==> src/rtl/sdram_port_arbiter.sv <==
// Two-port round-robin arbiter in front of the single-port SDRAM controller.
// One command per port is latched in IDLE, strobed to the controller in ISSUE,
// tracked through WAIT and acknowledged to the owning port in DONE.
module sdram_port_arbiter #(
  parameter int ADDR_WIDTH    = 24,
  parameter int DATA_WIDTH    = 16,
  parameter int ISSUE_TIMEOUT = 15
) (
  input  logic                  clk,
  input  logic                  rst,
  input  logic                  p0_req,
  input  logic                  p0_we,
  input  logic [ADDR_WIDTH-1:0] p0_addr,
  input  logic [DATA_WIDTH-1:0] p0_wdata,
  output logic                  p0_ack,
  output logic [DATA_WIDTH-1:0] p0_rdata,
  input  logic                  p1_req,
  input  logic                  p1_we,
  input  logic [ADDR_WIDTH-1:0] p1_addr,
  input  logic [DATA_WIDTH-1:0] p1_wdata,
  output logic                  p1_ack,
  output logic [DATA_WIDTH-1:0] p1_rdata,
  output logic [1:0]            grant,
  output logic                  timeout,
  output logic                  sd_wr_enable,
  output logic [ADDR_WIDTH-1:0] sd_wr_addr,
  output logic [DATA_WIDTH-1:0] sd_wr_data,
  output logic                  sd_rd_enable,
  output logic [ADDR_WIDTH-1:0] sd_rd_addr,
  input  logic [DATA_WIDTH-1:0] sd_rd_data,
  input  logic                  sd_rd_ready,
  input  logic                  sd_busy
);

  localparam logic [1:0] S_IDLE  = 2'd0;
  localparam logic [1:0] S_ISSUE = 2'd1;
  localparam logic [1:0] S_WAIT  = 2'd2;
  localparam logic [1:0] S_DONE  = 2'd3;

  localparam logic [3:0] TMO_LIMIT = 4'(ISSUE_TIMEOUT);

  logic [1:0]            state_q, state_d;
  logic                  prio_q, prio_d;
  logic [1:0]            grant_q, grant_d;
  logic                  we_q, we_d;
  logic [ADDR_WIDTH-1:0] addr_q, addr_d;
  logic [DATA_WIDTH-1:0] wdata_q, wdata_d;
  logic [3:0]            tmo_cnt_q, tmo_cnt_d;
  logic                  wr_en_q, wr_en_d;
  logic                  rd_en_q, rd_en_d;
  logic                  ack0_q, ack0_d;
  logic                  ack1_q, ack1_d;
  logic                  timeout_q, timeout_d;
  logic [DATA_WIDTH-1:0] rdata0_q, rdata0_d;
  logic [DATA_WIDTH-1:0] rdata1_q, rdata1_d;
  logic                  sel1;
  logic                  sel_we;

  // Next-state and output-register computation for the arbitration FSM.
  always_comb begin
    state_d   = state_q;
    prio_d    = prio_q;
    grant_d   = grant_q;
    we_d      = we_q;
    addr_d    = addr_q;
    wdata_d   = wdata_q;
    tmo_cnt_d = tmo_cnt_q;
    wr_en_d   = wr_en_q;
    rd_en_d   = rd_en_q;
    ack0_d    = 1'b0;
    ack1_d    = 1'b0;
    timeout_d = 1'b0;
    rdata0_d  = rdata0_q;
    rdata1_d  = rdata1_q;
    // Port 1 wins when it is the sole requester, or both request and it holds priority.
    sel1      = p1_req && (!p0_req || prio_q);
    sel_we    = sel1 ? p1_we : p0_we;
    case (state_q)
      S_IDLE: begin
        if (!sd_busy && (p0_req || p1_req)) begin
          we_d      = sel_we;
          addr_d    = sel1 ? p1_addr  : p0_addr;
          wdata_d   = sel1 ? p1_wdata : p0_wdata;
          grant_d   = sel1 ? 2'b10 : 2'b01;
          tmo_cnt_d = 4'd0;
          wr_en_d   = sel_we;
          rd_en_d   = !sel_we;
          state_d   = S_ISSUE;
        end
      end
      S_ISSUE: begin
        tmo_cnt_d = tmo_cnt_q + 4'd1;
        if (sd_busy) begin
          wr_en_d = 1'b0;
          rd_en_d = 1'b0;
          state_d = S_WAIT;
        end else if (tmo_cnt_d == TMO_LIMIT) begin
          // Controller never accepted: abandon, but still complete to the port.
          wr_en_d   = 1'b0;
          rd_en_d   = 1'b0;
          timeout_d = 1'b1;
          ack0_d    = grant_q[0];
          ack1_d    = grant_q[1];
          state_d   = S_DONE;
        end
      end
      S_WAIT: begin
        if (we_q ? !sd_busy : sd_rd_ready) begin
          if (!we_q && grant_q[0]) rdata0_d = sd_rd_data;
          if (!we_q && grant_q[1]) rdata1_d = sd_rd_data;
          ack0_d  = grant_q[0];
          ack1_d  = grant_q[1];
          state_d = S_DONE;
        end
      end
      default: begin
        grant_d = 2'b00;
        prio_d  = grant_q[0];
        state_d = S_IDLE;
      end
    endcase
  end

  // State and output registers; reset clears everything immediately.
  always_ff @(posedge clk or posedge rst) begin
    if (rst) begin
      state_q   <= S_IDLE;
      prio_q    <= 1'b0;
      grant_q   <= 2'b00;
      we_q      <= 1'b0;
      addr_q    <= '0;
      wdata_q   <= '0;
      tmo_cnt_q <= 4'd0;
      wr_en_q   <= 1'b0;
      rd_en_q   <= 1'b0;
      ack0_q    <= 1'b0;
      ack1_q    <= 1'b0;
      timeout_q <= 1'b0;
      rdata0_q  <= '0;
      rdata1_q  <= '0;
    end else begin
      state_q   <= state_d;
      prio_q    <= prio_d;
      grant_q   <= grant_d;
      we_q      <= we_d;
      addr_q    <= addr_d;
      wdata_q   <= wdata_d;
      tmo_cnt_q <= tmo_cnt_d;
      wr_en_q   <= wr_en_d;
      rd_en_q   <= rd_en_d;
      ack0_q    <= ack0_d;
      ack1_q    <= ack1_d;
      timeout_q <= timeout_d;
      rdata0_q  <= rdata0_d;
      rdata1_q  <= rdata1_d;
    end
  end

  assign p0_ack       = ack0_q;
  assign p1_ack       = ack1_q;
  assign p0_rdata     = rdata0_q;
  assign p1_rdata     = rdata1_q;
  assign grant        = grant_q;
  assign timeout      = timeout_q;
  assign sd_wr_enable = wr_en_q;
  assign sd_rd_enable = rd_en_q;
  assign sd_wr_addr   = addr_q;
  assign sd_rd_addr   = addr_q;
  assign sd_wr_data   = wdata_q;

endmodule
==> config.mk <==
export PLATFORM = sky130hd
export DESIGN_NAME = sdram_port_arbiter
export DESIGN_NICKNAME = d
export VERILOG_FILES = /design/src/rtl/sdram_port_arbiter.sv
export SDC_FILE = /design/constraint.sdc
export NUM_CORES = 1
export LEC_CHECK = 0
export CORE_MARGIN = 2
export CORE_UTILIZATION = 39
export DETAILED_ROUTE_END_ITERATION = 16
export MAX_ROUTING_LAYER = met4
export PLACE_DENSITY = 0.81
export SETUP_SLACK_MARGIN = 0.15
export SKIP_CTS_REPAIR_TIMING = 1
export SLEW_MARGIN = 20
export SYNTH_ARGS = -nofsm -noshare
export SYNTH_HDL_FRONTEND = slang
export SYNTH_SLANG_ARGS = --single-unit
==> constraint.sdc <==
create_clock -name clk -period 3.8 [get_ports clk]
set_clock_uncertainty 0.1 [all_clocks]
set_input_delay 0.76 -clock clk [delete_from_list [all_inputs] [get_ports clk]]
set_output_delay 0.76 -clock clk [all_outputs]
set_load 0.02 [all_outputs]
==> impl_metrics.yaml <==
die:
  rows: 35
  dieArea_mm2: 0.0105
  die_w_um: 102
  initial_utilization_pct: 40.5
  die_h_um: 102
  core_mm2: 0.00933
  io_pins: 207
synth:
  ys_warn_count: 0
  synth.area.top_cells: "dfrtp_1 58%, a222oi_1 11%, mux2_2 10%"
  avgSynthCellArea_um2: 12.2
  synth_top_area_share_pct: 57.6
  synth_edf_count: 0
  synth.distinct_cells: 30
  ys_ff_latch: 87
  async_reset_ff_share_pct: 100
  syn_inst: 309
  syn_nets: 419
  synthesis.area_mm2: 0.00378
  yosysSeqAreaShare_pct: 57.6
  yosys.area.top_type: "dfrtp_1"
  synthFlopType: "dfrtp_1"
critical_path:
  r2r_start: "state_q[0]"
  cp-end-kind: "flop"
  cp_max_fo: 39
  slowest_delay_ns: 0.57
  cp_data_required_time_ns: 3.92
  reg2reg_depth: 7
  cp_top_family: "buffers and inverters"
  critPathKind: "in2reg"
  cp_slowest_cell: "clkdlybuf4s50_1"
  crit_top_cell: "inv_1"
  path_cells: "clkdlybuf4s50_1 > inv_1 > o21ai_0 > nor3b_2 > buf_4 > a222oi_1 > inv_1"
  critPathArrivalTime_ns: 2.57
  crit_buf_inv: 4
  rrSetupSlack_ns: 1.59
  r2r_end: "sd_rd_addr[0]"
  start_kind: "input pin"
grt:
  antenna_found_initial: 0
  grt_pass1_vias: 3210
  grt_pass1_wl_mm: 16.1
  track_usage_pct: 20.9
  grt_max_degree: 48
  grt_overflow: 0
cells_and_area:
  nets: 602
  layout_common_cells: "206 x clkdlybuf4s50_1, 87 x dfrtp_1, 49 x inv_1"
  final_util_pct: 65.2
  drive_above_1_share_pct: 12.3
  final_common_cell: "clkdlybuf4s50_1"
  area_growth_syn_to_layout_pct: 60.9
  n_antenna_cell: 0
  fillers: 713
sta:
  slew_violations: 0
  fin_crit_ns: 2.45
  tightest_slew_ns: 0.768
  tns_ns: 0
  whs_ns: 0.408
  max_freq_mhz: 409
  finalHoldViolCount: 0
  setup_viol: 0
  relSlewSlack_pct: 48.6
  period_share_pct: 64.4
  rsz0062_at_grt: "false"
clock_network:
  cts-htree-levels: 3
  clock-sinks: 87
  cts_tree: "built"
  cts.path.max_buffers: 2
  cts_buffers: 9
  cts.reportedPaths.clkPinSlew_ns: 0.09
  clock-root-buffer: "clkbuf_8"
  insertion_delay_ns: 0.33
power:
  ir_drop_mv: 0.411
  leakagePower_nw: 2.82
  powerDensity_mw_per_mm2: 804
drt:
  drc: 0
  antenna_left: 0
  via_per_inst: 5.10
  drtPass1Iterations: 9
  via_count: 3195
  drt-initial-drc-count: 205
  drt-total-wl_mm: 10.6
  wl_per_cell_um: 17.0
min_path:
  whs_path_depth: 1
  holdPathEnd: "p0_rdata[11]"
  hp-start: "p0_rdata[11]"
  hold_path_class: "reg2reg"
placed_design:
  io_buffers: 206
  gp_congestion: 0.845
  hpwl_mm: 8.06
run:
  maxCapViolations: 0
outcome:
  status: "finished clean"
-- where the power goes --
group	total (mW)	switching (mW)	internal [mW]
combinational	2.54	1.23	1.31
clock	0.744	0.318	0.426
sequential	1.61	0.278	1.33
total	4.89	1.82	3.07
-- per-layer routing --
metal | global-route usage, % | share of wire [%] | up-vias | routed length [um]
met2 | 35.2 | 53 | 152 | 5650
met1 | 24.2 | 38 | 1560 | 4050
met5 | - | 0 | - | 0
met3 | 3.28 | 5.6 | 23 | 596
li1 | - | - | 1460 | -
met4 | 10.2 | 3.2 | 0 | 345
-- cell usage after synthesis (2+ instances only) --
cell type	instances
nor2b_1	2
and3_1	2
a222oi_1	40
mux2i_1	2
nand2b_1	2
o21ai_0	12
inv_1	50
clkbuf_1	13
a21oi_1	3
mux2_1	2
nor2_1	5
a22o_1	2
buf_4	24
mux2_2	34
nand2_1	9
dfrtp_1	87
o21ai_1	2
ha_1	6
-- registers in the layout (all words and copies together) (netlist names), 2 cells and up --
register / cells
p1_rdata: 16
sd_wr_data: 16
tmo_cnt_q: 4
state_q: 2
grant: 2
sd_rd_addr: 24
p0_rdata: 16
-- through the flow --
stage / instances / instance area [um2] / power [mW] / worst slack, ns
2_1_floorplan: 309 / 3780 / 3.02 / 0.690
3_3_place_gp: 610 / 5840 / 4.11 / 1.04
3_5_place_dp: 610 / 5840 / 4.18 / 0.989
4_1_cts: 626 / 6080 / 4.95 / 1.36
5_1_grt: 626 / 6080 / 5.15 / 1.22
6_report: 626 / 6080 / 4.89 / 1.35
-- worst max-delay path by stage --
stage            from            end  cells past startpoint
5_1_grt        p1_req   sd_wr_enable                      6
6_report       p0_req  sd_rd_addr[0]                      7
4_1_cts        p0_req  sd_rd_addr[0]                      7
2_1_floorplan     rst       grant[0]                      1
3_3_place_gp   p1_req   sd_wr_enable                      6
3_5_place_dp   p0_req  sd_rd_addr[0]                      7
-- layout make-up --
class / instances / area (um2) / area share [%]
tap: 129 / 161 / 2.65
multi-input combinational: 134 / 1210 / 19.9
sequential: 87 / 2180 / 35.8
timing repair buffer: 210 / 2100 / 34.6
clock inverter: 4 / 76.3 / 1.25
inverter: 50 / 189 / 3.11
clock buffer: 12 / 165 / 2.71
-- cell families after synthesis --
logic type / count (synthesis) / synth area share [%]
buf+inv: 88 / 11.1
flops: 87 / 57.6
compound gates: 64 / 14.3
mux: 38 / 11.2
simple gates: 26 / 3.77
fa+ha+maj: 6 / 1.98
(Power assumes the default switching activity.)
